## src/rtl/demux_rr_ctrl.sv

```systemverilog
// Round-robin scheduler steering one source stream to four destinations.
// Grants a destination for up to BURST beats or until the packet's last word.
module demux_rr_ctrl #(
   parameter int DW    = 8,
   parameter int BURST = 4
) (
   input  logic          clk,
   input  logic          rst_n,
   input  logic          en,
   input  logic [3:0]    dest_en,
   input  logic          in_valid,
   input  logic [DW-1:0] in_data,
   input  logic          in_last,
   output logic          in_ready,
   input  logic [3:0]    out_ready,
   output logic [3:0]    out_valid,
   output logic [DW-1:0] out_data,
   output logic [1:0]    sel,
   output logic          busy,
   output logic [15:0]   word_cnt
);

   typedef enum logic [1:0] {
      IDLE = 2'd0,
      SEEK = 2'd1,
      XFER = 2'd2
   } state_e;

   state_e      state_q, state_d;
   logic [1:0]  sel_q, sel_d;
   logic [7:0]  beat_q, beat_d;
   logic [15:0] wcnt_q, wcnt_d;
   logic        fresh_q, fresh_d;
   logic [1:0]  start;
   logic [1:0]  pick;
   logic        beat;
   logic        burst_end;

   assign beat      = (state_q == XFER) & in_valid & out_ready[sel_q];
   assign burst_end = beat & (in_last | (beat_q == 8'(BURST - 1)));

   // fresh_q forces the first scan after reset to begin at destination 0
   assign start = fresh_q ? 2'd0 : sel_q + 2'd1;

   always_comb begin
      pick = start;
      for (int k = 3; k >= 0; k--) begin
         if (dest_en[start + 2'(k)]) begin
            pick = start + 2'(k);
         end
      end
   end

   always_ff @(posedge clk) begin
      if (!rst_n) begin
         state_q <= IDLE;
         sel_q   <= 2'd0;
         beat_q  <= 8'd0;
         wcnt_q  <= 16'd0;
         fresh_q <= 1'b1;
      end else begin
         state_q <= state_d;
         sel_q   <= sel_d;
         beat_q  <= beat_d;
         wcnt_q  <= wcnt_d;
         fresh_q <= fresh_d;
      end
   end

   always_comb begin
      state_d = state_q;
      sel_d   = sel_q;
      beat_d  = beat_q;
      wcnt_d  = wcnt_q;
      fresh_d = fresh_q;
      unique case (state_q)
         IDLE: begin
            if (en) state_d = SEEK;
         end
         SEEK: begin
            if (!en) begin
               state_d = IDLE;
            end else if (|dest_en) begin
               state_d = XFER;
               sel_d   = pick;
               beat_d  = 8'd0;
               fresh_d = 1'b0;
            end
         end
         XFER: begin
            if (beat) begin
               beat_d = beat_q + 8'd1;
               wcnt_d = wcnt_q + 16'd1;
               if (burst_end) state_d = en ? SEEK : IDLE;
            end
         end
         default: state_d = IDLE;
      endcase
   end

   always_comb begin
      in_ready  = 1'b0;
      out_valid = 4'b0000;
      out_data  = in_data;
      busy      = 1'b0;
      if (state_q == XFER) begin
         in_ready         = out_ready[sel_q];
         out_valid[sel_q] = in_valid;
         busy             = 1'b1;
      end
   end

   assign sel      = sel_q;
   assign word_cnt = wcnt_q;

endmodule

```

## config.mk

```make
export PLATFORM = sky130hd
export DESIGN_NAME = demux_rr_ctrl
export DESIGN_NICKNAME = d
export VERILOG_FILES = /design/src/rtl/demux_rr_ctrl.sv
export SDC_FILE = /design/constraint.sdc
export NUM_CORES = 1
export LEC_CHECK = 0
export CAP_MARGIN = 20
export CORE_ASPECT_RATIO = 1.5
export CORE_MARGIN = 8
export CORE_UTILIZATION = 50
export DETAILED_ROUTE_END_ITERATION = 8
export HOLD_SLACK_MARGIN = 0.03
export PLACE_DENSITY = 0.83
export SLEW_MARGIN = 20
export SYNTH_ARGS = -nofsm -noshare
export SYNTH_HDL_FRONTEND = slang
export SYNTH_SLANG_ARGS = --single-unit
```

## constraint.sdc

```tcl
create_clock -name clk -period 3.6 [get_ports clk]
set_input_delay 0.72 -clock clk [delete_from_list [all_inputs] [get_ports clk]]
set_output_delay 0.72 -clock clk [all_outputs]
set_load 0.02 [all_outputs]
```

Yosys cells after proc, flatten, opt, wreduce, memory -nomap -nowiden --
Cells that the tools add are included.
Cells by class: add/subtract/negate cells 6, order comparisons 6, eq/ne operators 9, multiplexer cells 31, bitwise operators 5, reduce and logical (&&, ||, !) cells 8
Operator list (number):
- $mux W8 | 3
- $mux W2 | 10
- $add A16 B1 Y16 const B | 1
- $pmux W8 S2 | 1
- $lt A2 B3 Y1 const B | 5
- $bmux W1 S2 | 5
- $ne A2 B2 Y1 const B | 5
- $mux W1 | 9
- $add A8 B1 Y8 const B | 1
- $eq A8 B2 Y1 const B | 1
- $reduce_and A4 Y1 | 2
- $pmux W2 S3 | 1
- $add A2 B1 Y2 const B | 2
- $add A2 B2 Y2 const B | 2
- $and A4 B4 Y4 | 1
- $mux W4 | 1
- $reduce_or A4 Y1 | 1
- $and A1 B1 Y1 | 3
- $ne A3 B3 Y1 const B | 1
- $reduce_and A3 Y1 | 1
- $demux W1 S2 | 1
- $eq A2 B1 Y1 const B | 1
- $eq A2 B2 Y1 const B | 1
- $ge A2 B1 Y1 const B | 1
- 5 further kinds | 5
Word-level totals: bits in registers 29, output and inout bits 32

Logic depth before layout (Yosys ltp) --
Gate-level depths: netlist of the first run.
depth in word-level cells 9, mapped depth 10, mapped depth without buffers 8

Worst setup path before layout of the first run --
Ideal clock, no wire load.
path type reg2reg, start point reg sel_q[0] (netlist: sel[0]), end point reg sel_q[0] (netlist: sel[0]), library setup time 120 ps, arrival time 2364 ps, data required time 3480 ps, slack 1117 ps, cell stages (with the launch flop) 11, path buffers 2, period minus slack after synthesis 2483 ps, cell sequence dfxtp_1 buf_6 inv_1 ha_1 clkbuf_1 nor2b_1 nand2b_1 o221ai_1 o211ai_1 and3b_1 o31a_1
On the way: longest elaborated chain between the ends 9
Ends and longest elaborated chain:
- start: declaration | line 30 | logic [1:0] sel_q, sel_d;
- start signal: assignment | line 63 | sel_q <= sel_d;
- $add A2 B1 Y2 (*) | line 43 | assign start = fresh_q ? 2'd0 : sel_q + 2'd1;
- $mux W2 (*) | line 43
- $add A2 B2 Y2 | line 48, 49
- $bmux W1 S2 | line 48 | if (dest_en[start + 2'(k)]) begin
- $mux W1 (not written as such) | line 48
- $mux W2 (3 in series) | line 48
- $mux W2 (*) | line 48
Every way passes the cells marked *; elsewhere a longest branch is shown, timed or not. The select of a mux whose other input is x is not followed. A chain may end at the register's enable or synchronous reset.

Final worst setup path of the first run --
start point in out_ready[3], end point out in_ready
On the way: longest elaborated chain between the ends 3
Ends and longest elaborated chain:
- start: declaration | line 15 | input logic [3:0] out_ready,
- $bmux W1 S2 | line 107 | in_ready = out_ready[sel_q];
- $mux W1 (not written as such) | line 107
- $mux W1 | line 106 | if (state_q == XFER) begin
- end: declaration | line 14 | output logic in_ready,
Every way passes these cells. The select of a mux whose other input is x is not followed.

==> metrics, run 1 <==
status=finished clean; PnR Total Power=0.000653 W; RSZ-0062 raised after global routing=no; EDFF count, synth=0; clk_skew=0.00280 ns; clock buffers created by TritonCTS=5; actual slew at the worst max-slew pin=0.658 ns; Die Ht=86.9 µm; post-synth top area share=34.7%; Cell Count, Final, Fillers Out=257; endpoint type of the worst setup path=output pin; Routed met2 length=1.79 mm; Starting Density=52.5%; wire length per cell=13.6 µm; main flop type after synthesis=dfxtp_1; max layer used=met4; CTS clk-pin slew, worst paths=0.06 ns; vias in the first global route=1,359; Max Clk Rate=331 MHz; Worst Path Arrival=2.30 ns; Clk Latency, worst-skew pair=0.28 ns; register area=581 µm²; CTS H-tree lvls=2; root buffer cell=clkbuf_8; Clock Sinks=29; CTS tree=done; Post-Synthesis Cells=189; initial antenna violation count=0; Rel. slew slack=56.0%; # port buffers=36; Final Cycle Share=83.9%; fill count=282; footprint of the multi-input gates=957 µm²; first-pass GRT wire length=5.91 mm; total grt overflow=0; synthesized area per cell=8.86 µm²; Detailed Route Iter0 Violations=34; share of cells above drive strength 1=5.99%; HPWL after DPL=2.61 mm; # resized after CTS=0; worst hold path depth=2; ranking of synthesized cells by area=dfxtp_1 35%, xnor2_1 5.2%, and2_1 4.9%; Setup CP Type=primary input to output pin; Placer Congestion=0.753; maximum capacitance violations=0; final hold violations=0; Fin Setup TNS=0 ns; Yosys cell types=44; Pins Over Slew Limit=0; IO Count=53; DRT Wirelength=3.50 mm; hold crit path type=register to register; Area growth syn-to-layout=23.1%; Met3 Wirelength=190 µm; DR vias/cell=5.51; Seq/Total Area, Yosys=34.7%; Setup WS pre-CTS=0.581 ns; Syn Nets=216; drt pass-1 iters=4; maximum clock path buffer count=2; Required @ worst endpoint=2.88 ns; Final Setup Violations=0; Die Wd=63.2 µm; Placed Cells=250; Vias=1,416; Yosys top cell by area=dfxtp_1; register bit total from synthesis=29; R2R depth=8; Metal-1 WL=1.47 mm; n_diodes=0; antenna-violating nets left=0; post-CTS setup buffer count=0; P_leak=0.778 nW; Final nets=244; Worst Setup Start Kind=primary input; async set-reset flop share out of synthesis=0%; Final WS setup=0.580 ns; CORE AREA=3190 µm²; worst-path maximum fanout=2; largest net degree at the start of global routing=24; Post-CTS Hold Buffers=0; GRT Resource Usage Total=13.0%; Power Density=317 nW/µm²; DRC=0; hold slack=0.509 ns; VDD IR-drop max=247 µV; Syn. warnings=0; post-synthesis cell area=1670 µm²; FP Rows=25; die area=5490 µm²; Tmin final=3.02 ns
[power breakdown]
| group | switching, W | internal [W] | total (W) |
|---|---|---|---|
| Clock | 0.000115 | 0.000151 | 0.000266 |
| Sequential | 0.00000518 | 0.000324 | 0.000329 |
| Combinational | 0.0000278 | 0.0000297 | 0.0000575 |
| Total | 0.000148 | 0.000505 | 0.000653 |
[per-layer routing]
layer  vias to the layer above  track usage [%]
li1                        710                -
met1                       669             12.6
met2                        31             23.9
met3                         6             4.77
met4                         0             5.91
met5                         -                0
[state kept, by name, summed over array words and instances (netlist names)]
| name | flops |
|---|---|
| fresh_q | 1 |
| sel | 2 |
| beat_q | 8 |
| state_q | 2 |
| word_cnt | 16 |
[layout make-up]
| cell class | instances | area share, % |
|---|---|---|
| well taps | 40 | 2.43 |
| flip-flops and latches | 29 | 28.2 |
| repair buffers | 36 | 17.5 |
| clock buffers | 7 | 4.19 |
| multi-input cells | 138 | 46.4 |
| inverters | 7 | 1.28 |
[cells in the final DEF (no fill, tap or decap), types with 2 or more instances in the layout]
| cell | Yosys | final |
|---|---|---|
| dfxtp_1 | 29 | 29 |
| nand4_1 | 9 | 9 |
| o211ai_1 | 3 | 3 |
| nand4_2 | 2 | 2 |
| and3_1 | 8 | 8 |
| clkdlybuf4s50_1 | 0 | 36 |
| inv_1 | 7 | 7 |
| ha_1 | 6 | 6 |
| nor3_1 | 3 | 3 |
| and2_1 | 13 | 13 |
| o31a_1 | 2 | 2 |
| xnor2_1 | 10 | 10 |
| clkbuf_8 | 0 | 6 |
| nand3b_1 | 2 | 2 |
| nand2b_1 | 2 | 2 |
| xor2_1 | 8 | 8 |
| nor2_1 | 13 | 13 |
| nor2b_1 | 4 | 4 |
| a21oi_1 | 3 | 3 |
| mux2i_1 | 2 | 2 |
| or3_1 | 4 | 4 |
| a21boi_0 | 5 | 5 |
| nand2_1 | 14 | 14 |
| o21ai_0 | 6 | 6 |
| nand3_1 | 2 | 2 |
[stage by stage]
step | util [%] | instance area (µm²)
5_1_grt | 64.6 | 2060
3_5_place_dp | 61.9 | 1970
6_report | 64.6 | 2060
4_1_cts | 64.6 | 2060
2_1_floorplan | - | 1670
3_3_place_gp | 61.9 | 1970
[critical path: stages]
cell and delay [ns]:
clkdlybuf4s50_1 0.40, mux4_2 0.48, and2_1 0.17, clkdlybuf4s50_1 0.53
[cell families (layout without fill, tap and decap cells)]
logic type      count (synthesis)  after routing  share of synthesized area, %
simple gates                   82             82                          28.2
compound gates                 29             29                          12.6
flops                          29             29                          34.7
buf+inv                        22             50                          8.15
xor+xnor                       18             18                          9.42
fa+ha+maj                       6              6                          4.48
mux                             3              3                          2.54
[synthesized netlist by cell type (2+ instances only)]
library cell	count
dfxtp_1	29
nand2_1	14
and2_1	13
nor2_1	13
xnor2_1	10
nand4_1	9
and3_1	8
buf_4	8
xor2_1	8
inv_1	7
ha_1	6
o21ai_0	6
a21boi_0	5
nor2b_1	4
or3_1	4
a21oi_1	3
buf_6	3
clkbuf_1	3
nor3_1	3
o211ai_1	3
mux2i_1	2
nand2b_1	2
nand3_1	2
nand3b_1	2
nand4_2	2
o31a_1	2
[worst paths after layout]
check                                start                       end  slack [ns]
setup / recovery              out_ready[3]                  in_ready        0.58
hold / removal    word_cnt[8]$_SDFFE_PN0P_  word_cnt[8]$_SDFFE_PN0P_        0.51
setup reg to reg       sel[0]$_SDFFE_PN0P_       sel[0]$_SDFFE_PN0P_        0.94
hold reg to reg   word_cnt[8]$_SDFFE_PN0P_  word_cnt[8]$_SDFFE_PN0P_        0.51
Note: power is estimated with default switching activity, not from simulation.
==> inputs of run 2 (changes only) <==
- CORE_UTILIZATION: 50 -> 42
- PLACE_DENSITY: 0.83 -> 0.74
- clock period: 3.6 -> 2.7 ns (I/O delays scaled with it)
==> run 2 against run 1 <==
Effect of this change: routed wire length rose by 2.1%; power is 38% higher; critical path type unchanged; largest cell class unchanged; sequential share of layout area is 0.88 points lower; core utilization decreased by 9.9 points.
==> metrics, run 2 (synthesized netlist as in run 1, its figures left out) <==
final hold violations=0 (unchanged); hold crit path type=register to register (unchanged); die area=6300 µm² (was 5490 µm²); vias in the first global route=1,420 (was 1,359); endpoint type of the worst setup path=output pin (unchanged); DR vias/cell=5.28 (was 5.51); DRC=0 (unchanged); actual slew at the worst max-slew pin=0.509 ns (was 0.658 ns); Final Setup Violations=0 (unchanged); Die Ht=93.3 µm (was 86.9 µm); Placed Cells=261 (was 250); Worst path most repeated cell=clkdlybuf4s50_1 (unchanged); global routing usage on met2=21.3% (was 23.9%); antenna-violating nets left=0 (unchanged); total grt overflow=0 (unchanged); Final Cycle Share=98.0%; Worst Setup Start Kind=primary input (unchanged); Required @ worst endpoint=2.16 ns (was 2.88 ns); first-pass GRT wire length=6.19 mm (was 5.91 mm); DRT Wirelength=3.58 mm (was 3.50 mm); Worst Path Arrival=2.11 ns (was 2.30 ns); commonest non-fill, non-tap cell in the layout=clkdlybuf4s50_1 (unchanged); CTS H-tree lvls=2 (unchanged); maximum capacitance violations=0 (unchanged); Setup WS pre-CTS=0.0464 ns (was 0.581 ns); # resized after CTS=0 (unchanged); PnR Total Power=0.000904 W (was 0.000653 W); FP Rows=28 (was 25); HPWL after DPL=2.74 mm (was 2.61 mm); Final nets=250 (was 244); post-CTS setup buffer count=0 (unchanged); wire length per cell=13.3 µm (was 13.6 µm); Post-CTS Hold Buffers=0 (unchanged); Final WS setup=0.0549 ns (was 0.580 ns); initial antenna violation count=0 (unchanged); clk_skew=0.00599 ns (was 0.00280 ns); met3 usage=4.07% (was 4.77%); Clock Sinks=29 (unchanged); Starting Density=43.1% (was 52.5%); Setup CP Type=primary input to output pin (unchanged); largest net degree at the start of global routing=23 (was 24); CTS tree=done (unchanged); hold slack=0.514 ns (was 0.509 ns); IO Count=53 (unchanged); Cell Count, Final, Fillers Out=269 (was 257); status=finished clean (unchanged); Rel. slew slack=66.0% (was 56.0%); CORE AREA=3890 µm² (was 3190 µm²); Reg2Reg Setup Slack=0.31 ns (was 0.94 ns); RSZ-0062 raised after global routing=no (unchanged); Most Crowded Layer GR=met2 (unchanged); # port buffers=36 (unchanged); Tmin final=2.65 ns; VDD IR-drop max=379 µV (was 247 µV); Pins Over Slew Limit=0 (unchanged); n_diodes=0 (unchanged); clock buffers created by TritonCTS=5 (unchanged); P_leak=0.818 nW (was 0.778 nW); GRT Resource Usage Total=12.5% (was 13.0%); maximum clock path buffer count=2 (unchanged); Slowest cell on crit path=clkdlybuf4s50_1 (unchanged); root buffer cell=clkbuf_8 (unchanged); CP Cell Sequence=clkdlybuf4s50_1 -> mux4_2 -> and2_1 -> clkdlybuf4s50_1 (unchanged); Max Clk Rate=378 MHz; Power Density=425 nW/µm² (was 317 nW/µm²); max reg flops=16 (unchanged); share of cells above drive strength 1=9.38% (was 5.99%); Clk Latency, worst-skew pair=0.28 ns (about the same); worst-path maximum fanout=2 (unchanged); CTS clk-pin slew, worst paths=0.06 ns (about the same); max incr delay on CP=0.53 ns (about the same); most frequent cells in the layout=36 x clkdlybuf4s50_1, 29 x dfxtp_1, 14 x nand2_1, 13 x and2_1, 13 x nor2_1 (unchanged); M1 GR Usage=13.0% (was 12.6%); Area growth syn-to-layout=27.1% (was 23.1%); drt pass-1 iters=4 (unchanged); Detailed Route Iter0 Violations=45 (was 34); Die Wd=67.6 µm (was 63.2 µm); Placer Congestion=0.766 (was 0.753); Vias=1,421 (was 1,416); Fin Setup TNS=0 ns (unchanged)
run 2: changes by cell type in the layout (fill, tap and decap cells not counted), sizes merged:
cell    delta
buf        +6
clkinv     +1
run 2: metal layers:
layer	vias up	part of all wire, %
li1	722	-
met1	662	42
met2	30	51
met3	7	5.2
met4	0	2.4
met5	-	0
run 2: cell type report:
class	count	area (µm²)
fill	375	1760
multi-input combinational	138	957
sequential	29	581
timing repair buffer	42	405
clock buffer	7	96.3
tap	45	56.3
inverter	7	26.3
clock inverter	1	5.00
run 2: worst paths after layout:
check	startpoint	end	cells past startpoint
max	out_ready[3]	in_ready	4
min reg2reg	word_cnt[8]$_SDFFE_PN0P_	word_cnt[8]$_SDFFE_PN0P_	2
max reg2reg	sel[0]$_SDFFE_PN0P_	sel[0]$_SDFFE_PN0P_	8
min	word_cnt[8]$_SDFFE_PN0P_	word_cnt[8]$_SDFFE_PN0P_	2
run 2: worst max-delay path: cells and delay by family:
family | cells | cell delay, ns
muxes | 1 | 0.47
and+or+nand+nor | 1 | 0.17
buffers and inverters | 2 | 0.92
run 2: power by group:
group | internal (W) | switching [W] | total [W] | leakage [nW]
clock network | 0.000230 | 0.000155 | 0.000385 | 0.0542
logic | 0.0000427 | 0.0000394 | 0.0000821 | 0.529
registers | 0.000432 | 0.00000510 | 0.000437 | 0.234
run 2: through the flow:
stage / instance area, µm² / util [%]
finish: 2130 / 54.7
detailed placement: 2030 / 52.1
global route: 2130 / 54.7
floorplan: 1670 / -
global placement: 2030 / 52.1
CTS: 2130 / 54.7
